`src/rtl/conv_mac_engine.sv`:
```
// conv_mac_engine: convolution multiply-accumulate engine.
// Pops pixel/weight pairs from a first-word-fall-through FIFO. It accumulates KSIZE
// signed products per window, starting from a latched bias. Each finished window is passed
// through ReLU+clip or a signed clamp. The result is then offered on a valid/ready port
// together with a sequential window address.
//
// Ports:
//   clk, reset          clock, asynchronous active-low reset
//   start               one-cycle pulse; accepted in IDLE/DONE only
//   bias, relu_en       run configuration, latched on an accepted start
//   fifo_empty          input FIFO empty
//   pixel, weight       FIFO head data (valid when !fifo_empty)
//   fifo_read           combinational pop strobe
//   out_data, out_addr  window result and its index
//   out_valid, out_ready  output handshake
//   busy                high in RUN or OUT
//   finish              run complete, held until the next start
module conv_mac_engine #(
    parameter int unsigned PIX_W   = 8,
    parameter int unsigned WGT_W   = 8,
    parameter int unsigned ACC_W   = 24,
    parameter int unsigned OUT_W   = 16,
    parameter int unsigned KSIZE   = 9,
    parameter int unsigned NUM_OUT = 900,
    parameter int unsigned ADDR_W  = 10
) (
    input  logic              clk,
    input  logic              reset,
    input  logic              start,
    input  logic [ACC_W-1:0]  bias,
    input  logic              relu_en,
    input  logic              fifo_empty,
    input  logic [PIX_W-1:0]  pixel,
    input  logic [WGT_W-1:0]  weight,
    output logic              fifo_read,
    output logic [OUT_W-1:0]  out_data,
    output logic [ADDR_W-1:0] out_addr,
    output logic              out_valid,
    input  logic              out_ready,
    output logic              busy,
    output logic              finish
);

    localparam int unsigned ProdW = PIX_W + WGT_W;
    localparam int unsigned TapW  = (KSIZE > 1) ? $clog2(KSIZE) : 1;

    localparam logic [TapW-1:0]   LastTap = TapW'(KSIZE - 1);
    localparam logic [ADDR_W-1:0] LastWin = ADDR_W'(NUM_OUT - 1);

    // Output range limits expressed at accumulator width for signed comparison.
    localparam logic signed [ACC_W-1:0] SatMax = {{(ACC_W-OUT_W+1){1'b0}}, {(OUT_W-1){1'b1}}};
    localparam logic signed [ACC_W-1:0] SatMin = {{(ACC_W-OUT_W+1){1'b1}}, {(OUT_W-1){1'b0}}};

    typedef enum logic [1:0] {StIdle, StRun, StOut, StDone} state_e;

    state_e            state_q, state_d;
    logic [TapW-1:0]   tap_cnt_q, tap_cnt_d;
    logic [ACC_W-1:0]  acc_q, acc_d;
    logic [ACC_W-1:0]  bias_q;
    logic              relu_q;
    logic              load_cfg;
    logic [OUT_W-1:0]  out_data_q, out_data_d;
    // out_addr doubles as the window counter: both start at 0 and advance together.
    logic [ADDR_W-1:0] out_addr_q, out_addr_d;
    logic              out_valid_q, out_valid_d;
    logic              finish_q, finish_d;

    logic signed [ProdW-1:0] prod;
    logic signed [ACC_W-1:0] acc_sum;
    logic [OUT_W-1:0]        sat_val;

    always_comb begin
        prod    = $signed(pixel) * $signed(weight);
        acc_sum = $signed(acc_q + {{(ACC_W-ProdW){prod[ProdW-1]}}, prod});
        if (relu_q && acc_sum[ACC_W-1]) begin
            sat_val = '0;
        end else if (acc_sum > SatMax) begin
            sat_val = SatMax[OUT_W-1:0];
        end else if (acc_sum < SatMin) begin
            sat_val = SatMin[OUT_W-1:0];
        end else begin
            sat_val = acc_sum[OUT_W-1:0];
        end
    end

    always_comb begin
        state_d     = state_q;
        tap_cnt_d   = tap_cnt_q;
        acc_d       = acc_q;
        out_data_d  = out_data_q;
        out_addr_d  = out_addr_q;
        out_valid_d = out_valid_q;
        finish_d    = finish_q;
        load_cfg    = 1'b0;
        fifo_read   = 1'b0;
        case (state_q)
            StIdle, StDone: begin
                if (start) begin
                    state_d    = StRun;
                    tap_cnt_d  = '0;
                    acc_d      = bias;
                    out_addr_d = '0;
                    finish_d   = 1'b0;
                    load_cfg   = 1'b1;
                end
            end
            StRun: begin
                fifo_read = !fifo_empty;
                if (!fifo_empty) begin
                    if (tap_cnt_q == LastTap) begin
                        out_data_d  = sat_val;
                        out_valid_d = 1'b1;
                        state_d     = StOut;
                        tap_cnt_d   = '0;
                        acc_d       = bias_q;
                    end else begin
                        acc_d     = acc_sum;
                        tap_cnt_d = tap_cnt_q + 1'b1;
                    end
                end
            end
            StOut: begin
                if (out_ready) begin
                    out_valid_d = 1'b0;
                    if (out_addr_q == LastWin) begin
                        state_d  = StDone;
                        finish_d = 1'b1;
                    end else begin
                        out_addr_d = out_addr_q + 1'b1;
                        state_d    = StRun;
                    end
                end
            end
            default: state_d = StIdle;
        endcase
    end

    always_ff @(posedge clk or negedge reset) begin
        if (!reset) begin
            state_q     <= StIdle;
            tap_cnt_q   <= '0;
            acc_q       <= '0;
            bias_q      <= '0;
            relu_q      <= 1'b0;
            out_data_q  <= '0;
            out_addr_q  <= '0;
            out_valid_q <= 1'b0;
            finish_q    <= 1'b0;
        end else begin
            state_q     <= state_d;
            tap_cnt_q   <= tap_cnt_d;
            acc_q       <= acc_d;
            out_data_q  <= out_data_d;
            out_addr_q  <= out_addr_d;
            out_valid_q <= out_valid_d;
            finish_q    <= finish_d;
            if (load_cfg) begin
                bias_q <= bias;
                relu_q <= relu_en;
            end
        end
    end

    assign out_data  = out_data_q;
    assign out_addr  = out_addr_q;
    assign out_valid = out_valid_q;
    assign finish    = finish_q;
    assign busy      = (state_q == StRun) || (state_q == StOut);

endmodule

```
`config.mk`:
```
export PLATFORM = sky130hd
export DESIGN_NAME = conv_mac_engine
export DESIGN_NICKNAME = d
export VERILOG_FILES = /design/src/rtl/conv_mac_engine.sv
export SDC_FILE = /design/constraint.sdc
export NUM_CORES = 1
export LEC_CHECK = 0
export BUFFER_PORTS_ARGS = -buffer_cell sky130_fd_sc_hd__buf_2
export CAP_MARGIN = 20
export CORE_ASPECT_RATIO = 0.9
export CORE_MARGIN = 2
export CORE_UTILIZATION = 55
export DETAILED_ROUTE_END_ITERATION = 12
export PLACE_DENSITY = 0.82
export SETUP_SLACK_MARGIN = 0.15
export SLEW_MARGIN = 40
export SYNTH_ARGS = -nofsm -noshare
export SYNTH_HDL_FRONTEND = slang
export SYNTH_SLANG_ARGS = --single-unit
```
`constraint.sdc`:
```
create_clock -name clk -period 3.5 [get_ports clk]
set_input_delay 0.35 -clock clk [delete_from_list [all_inputs] [get_ports clk]]
set_output_delay 0.35 -clock clk [all_outputs]
set_load 0.05 [all_outputs]
```
==> results.rst <==
.. list-table::
   :header-rows: 1

   * - Metric
     - Value
   * - Net count reported at finish
     - 1177
   * - Max-slew violation count
     - 0
   * - Post-Route Setup TNS
     - -92.84 ns
   * - Peak per-stage delay on the critical path
     - 0.60 ns
   * - Cell with the largest stage delay on the worst path
     - fa_1
   * - Flop and latch count out of synthesis
     - 83
   * - CTS hold repair buffers
     - 0
   * - Sequential cell area in the final layout
     - 2080 um2
   * - Average routed wire per standard cell
     - 26.0 um
   * - Syn Nets
     - 946
   * - DR vias
     - 8081
   * - Post-synthesis cell count
     - 785
   * - Normalized max-slew margin
     - 0.421
   * - Layout cell share with drive strength beyond 1
     - 0.441
   * - Ant. Diodes
     - 0
   * - Clk Tree Root Cell
     - clkbuf_16
   * - Largest fanout of any net on the critical path
     - 15
   * - Rows
     - 40
   * - Ys Warns
     - 0
   * - Antenna violations before repair
     - 1
   * - Placer Congestion
     - 0.905
   * - Source-to-sink clock delay at the later pin of the worst-skew pair
     - 0.35 ns
   * - Violated checks
     - setup timing
   * - Maximum number of pins on one net before global-route repair
     - 84
   * - Detailed placement HPWL
     - 14900 um
   * - Die boundary width
     - 127 um
   * - Iteration-0 DRC count of the detailed router
     - 1287
   * - CTS Sinks
     - 83
   * - Fin util
     - 0.806
   * - CP Capture Type
     - flop
   * - Class of the tightest hold or removal check
     - primary input to async pin
   * - Floorplan core area
     - 13300 um2
   * - Number of input and output port buffers inserted
     - 75
   * - Count of fill cells added during filler insertion
     - 618
   * - Die Span Y
     - 115 um
   * - Number of failing hold endpoints at the final stage
     - 0
   * - Top cells by area, synth
     - dfrtp_1, fa_1, ha_1, inv_1, mux2_2
   * - Max Root-Sink Buffers
     - 2
   * - Depth of the worst register-to-register path
     - 12
   * - Start-to-end type of the worst setup path
     - primary input to flop
   * - Post-layout instance count excluding filler cells
     - 1189
   * - Library cell occupying the most area in the post-synthesis netlist
     - dfrtp_1
   * - Cell variety after synth
     - 62
   * - Total stage count of the critical path
     - 28
   * - Register area share after synthesis
     - 0.278
   * - Crit-path leading delay family
     - adder cells
   * - P&R area growth vs syn
     - 43.5%
   * - Endpoint arrival time on the critical path
     - 7.32 ns
   * - Hold Slack
     - 0.0363 ns
   * - Max_cap viols
     - 0
   * - Number of antenna-violating nets in the routed design
     - 0
   * - Total Die Area
     - 14500 um2
   * - Mean cell area of the mapped netlist
     - 9.53 um2
   * - Buffering stage count on the worst path with inverters included
     - 7
   * - Number of buffers created by CTS
     - 9
   * - Final Worst Setup Slack
     - -3.59 ns
   * - Setup clock skew after layout
     - 0.00884 ns
   * - Cell Area, Synth
     - 7480 um2
   * - Least-Margin Pin Slew
     - 0.865 ns
   * - Data required time at the worst endpoint
     - 3.73 ns
   * - Effective utilization at floorplan
     - 0.562
   * - Final Setup Violations
     - 35
   * - Total I/O pin count
     - 76
   * - Async set or reset register ratio after synthesis
     - 1.00
   * - Main flop type after synthesis
     - dfrtp_1
   * - Placed Cells
     - 1131
   * - Footprint of the multi-input gates
     - 5890 um2
   * - Crit-path most repeated cell
     - fa_1
   * - Number of H-tree branching levels
     - 3
   * - Outcome
     - finished with violations
   * - Number of global-route vias before repair
     - 7584
   * - Total routing usage reported by global routing
     - 0.337
   * - Period utilization
     - 2.03
   * - Wire length of the first global-routing pass
     - 38600 um
   * - Number of enable flip-flop cells after synthesis
     - 0
   * - Post-detailed-routing wire length
     - 30900 um
   * - TritonRoute pass-1 iters
     - 9
   * - Post-synth top area share
     - 0.278
   * - Maximum operating frequency
     - 141 MHz
   * - Detailed-route DRC error count
     - 0
   * - Via density per instance
     - 6.80
   * - Clock-pin transition on the worst setup and hold timing paths
     - 0.06 ns
   * - GR Overflow Total
     - 0
   * - Unrepaired setup endpoints after global routing
     - true
   * - Nature of the critical path startpoint
     - primary input
   * - Clock tree from TritonCTS
     - done
   * - Minimum clock period
     - 7.09 ns
==> cell usage after synthesis, types with 2 or more instances <==
| cell type | instances |
|---|---|
| a211oi_2 | 2 |
| inv_1 | 103 |
| a21o_1 | 10 |
| nand4_1 | 8 |
| nand3_1 | 6 |
| xnor2_1 | 29 |
| and3_1 | 6 |
| mux2i_1 | 2 |
| o211ai_1 | 4 |
| a221o_1 | 17 |
| xor2_1 | 15 |
| a22oi_1 | 3 |
| a211oi_1 | 4 |
| o21a_1 | 7 |
| and2_1 | 46 |
| buf_6 | 2 |
| nor2_1 | 46 |
| o21ai_0 | 29 |
| mux2_2 | 26 |
| buf_1 | 2 |
| nor2b_1 | 9 |
| o21bai_1 | 4 |
| nand2_1 | 59 |
| nor4_1 | 3 |
| fa_1 | 56 |
| or3_1 | 3 |
| a221oi_1 | 22 |
| a31oi_1 | 3 |
| ha_1 | 59 |
| dfrtp_1 | 83 |
| nand2b_1 | 8 |
| a21oi_1 | 52 |
| nor3_1 | 7 |
| clkbuf_1 | 17 |
| o21ai_1 | 4 |
| o2bb2ai_1 | 2 |
| o211a_1 | 2 |
==> sequential cells by signal, summed over array words and instances (netlist names) <==
signal / flops
acc_q: 24
bias_q: 24
out_data: 16
out_addr: 10
tap_cnt_q: 4
state_q: 2
finish: 1
out_valid: 1
relu_q: 1
==> kinds of logic after synthesis <==
| family | synth area share |
|---|---|
| adders and majority gates | 0.249 |
| and+or+nand+nor | 0.141 |
| AOI/OAI and AO/OA | 0.171 |
| buffers and inverters | 0.0652 |
| DFF | 0.278 |
| xor gates and xnor gates | 0.0547 |
| muxes | 0.0418 |
==> layout by cell type (no fill, tap or decap), types with 8 or more instances in the layout <==
master	instances
o21ai_2	12
a21oi_1	24
xor2_1	11
dfrtp_1	83
xnor2_2	13
buf_6	33
inv_1	85
o21ai_0	15
ha_4	21
and2_1	34
xnor2_1	14
a21o_1	10
buf_4	139
and2_4	11
a221o_1	17
nor2_1	44
nand2_1	53
mux2_2	26
buf_2	61
inv_2	17
a21oi_2	23
fa_1	52
clkbuf_16	9
ha_1	35
a221oi_1	22
nand4_1	8
==> worst reg2reg max path, delay by kind of cell (launching register included) <==
kind | cells | cell delay [ns]
buf+inv | 2 | 0.36
xor+xnor | 1 | 0.32
compound gates | 6 | 1.80
simple gates | 2 | 0.67
flops | 1 | 0.41
fa+ha+maj | 1 | 0.35
==> routing by layer <==
| layer | global-route usage | part of all wire | wire length (um) | vias to the layer above |
|---|---|---|---|---|
| li1 | - | - | - | 3171 |
| met1 | 0.403 | 0.34 | 10500 | 3877 |
| met2 | 0.574 | 0.45 | 13900 | 744 |
| met3 | 0.0692 | 0.11 | 3540 | 287 |
| met4 | 0.185 | 0.097 | 3010 | 2 |
| met5 | 0 | 0.00042 | 13 | - |
==> cell type report <==
| type | instances | area share |
|---|---|---|
| clock inverter | 6 | 0.00594 |
| timing repair buffer | 242 | 0.175 |
| sequential | 83 | 0.193 |
| inverter | 103 | 0.0362 |
| clock buffer | 10 | 0.0213 |
| tap | 168 | 0.0196 |
| multi-input combinational | 577 | 0.548 |
==> final timing paths <==
path                             from           to  slack (ns)
max in group asynchronous       reset   state_q[0]        2.93
hold reg to reg            bias_q[16]   bias_q[16]        0.51
min in group clk              relu_en       relu_q        0.24
setup reg to reg             acc_q[6]  out_data[7]       -0.53
hold / removal                  reset    bias_q[7]        0.04
setup / recovery            weight[3]  out_data[7]       -3.59
==> through the flow <==
step	cell area, um2	worst slack [ns]
finish	10700	-3.59
global route	10700	-3.83
CTS	10200	-2.90
detailed placement	9260	-3.42
global placement	9240	-3.15
floorplan	7830	-2.91
==> timing repair <==
item                       4_1_cts  5_1_grt
pin swaps                       80       76
gates cloned                     1        0
setup buffers                   24       17
setup endpoints to repair       35       35
gates resized for setup        100       82
Power is not shown: default switching activity piles up to over one toggle a cycle in this logic, so the estimate is an artifact.
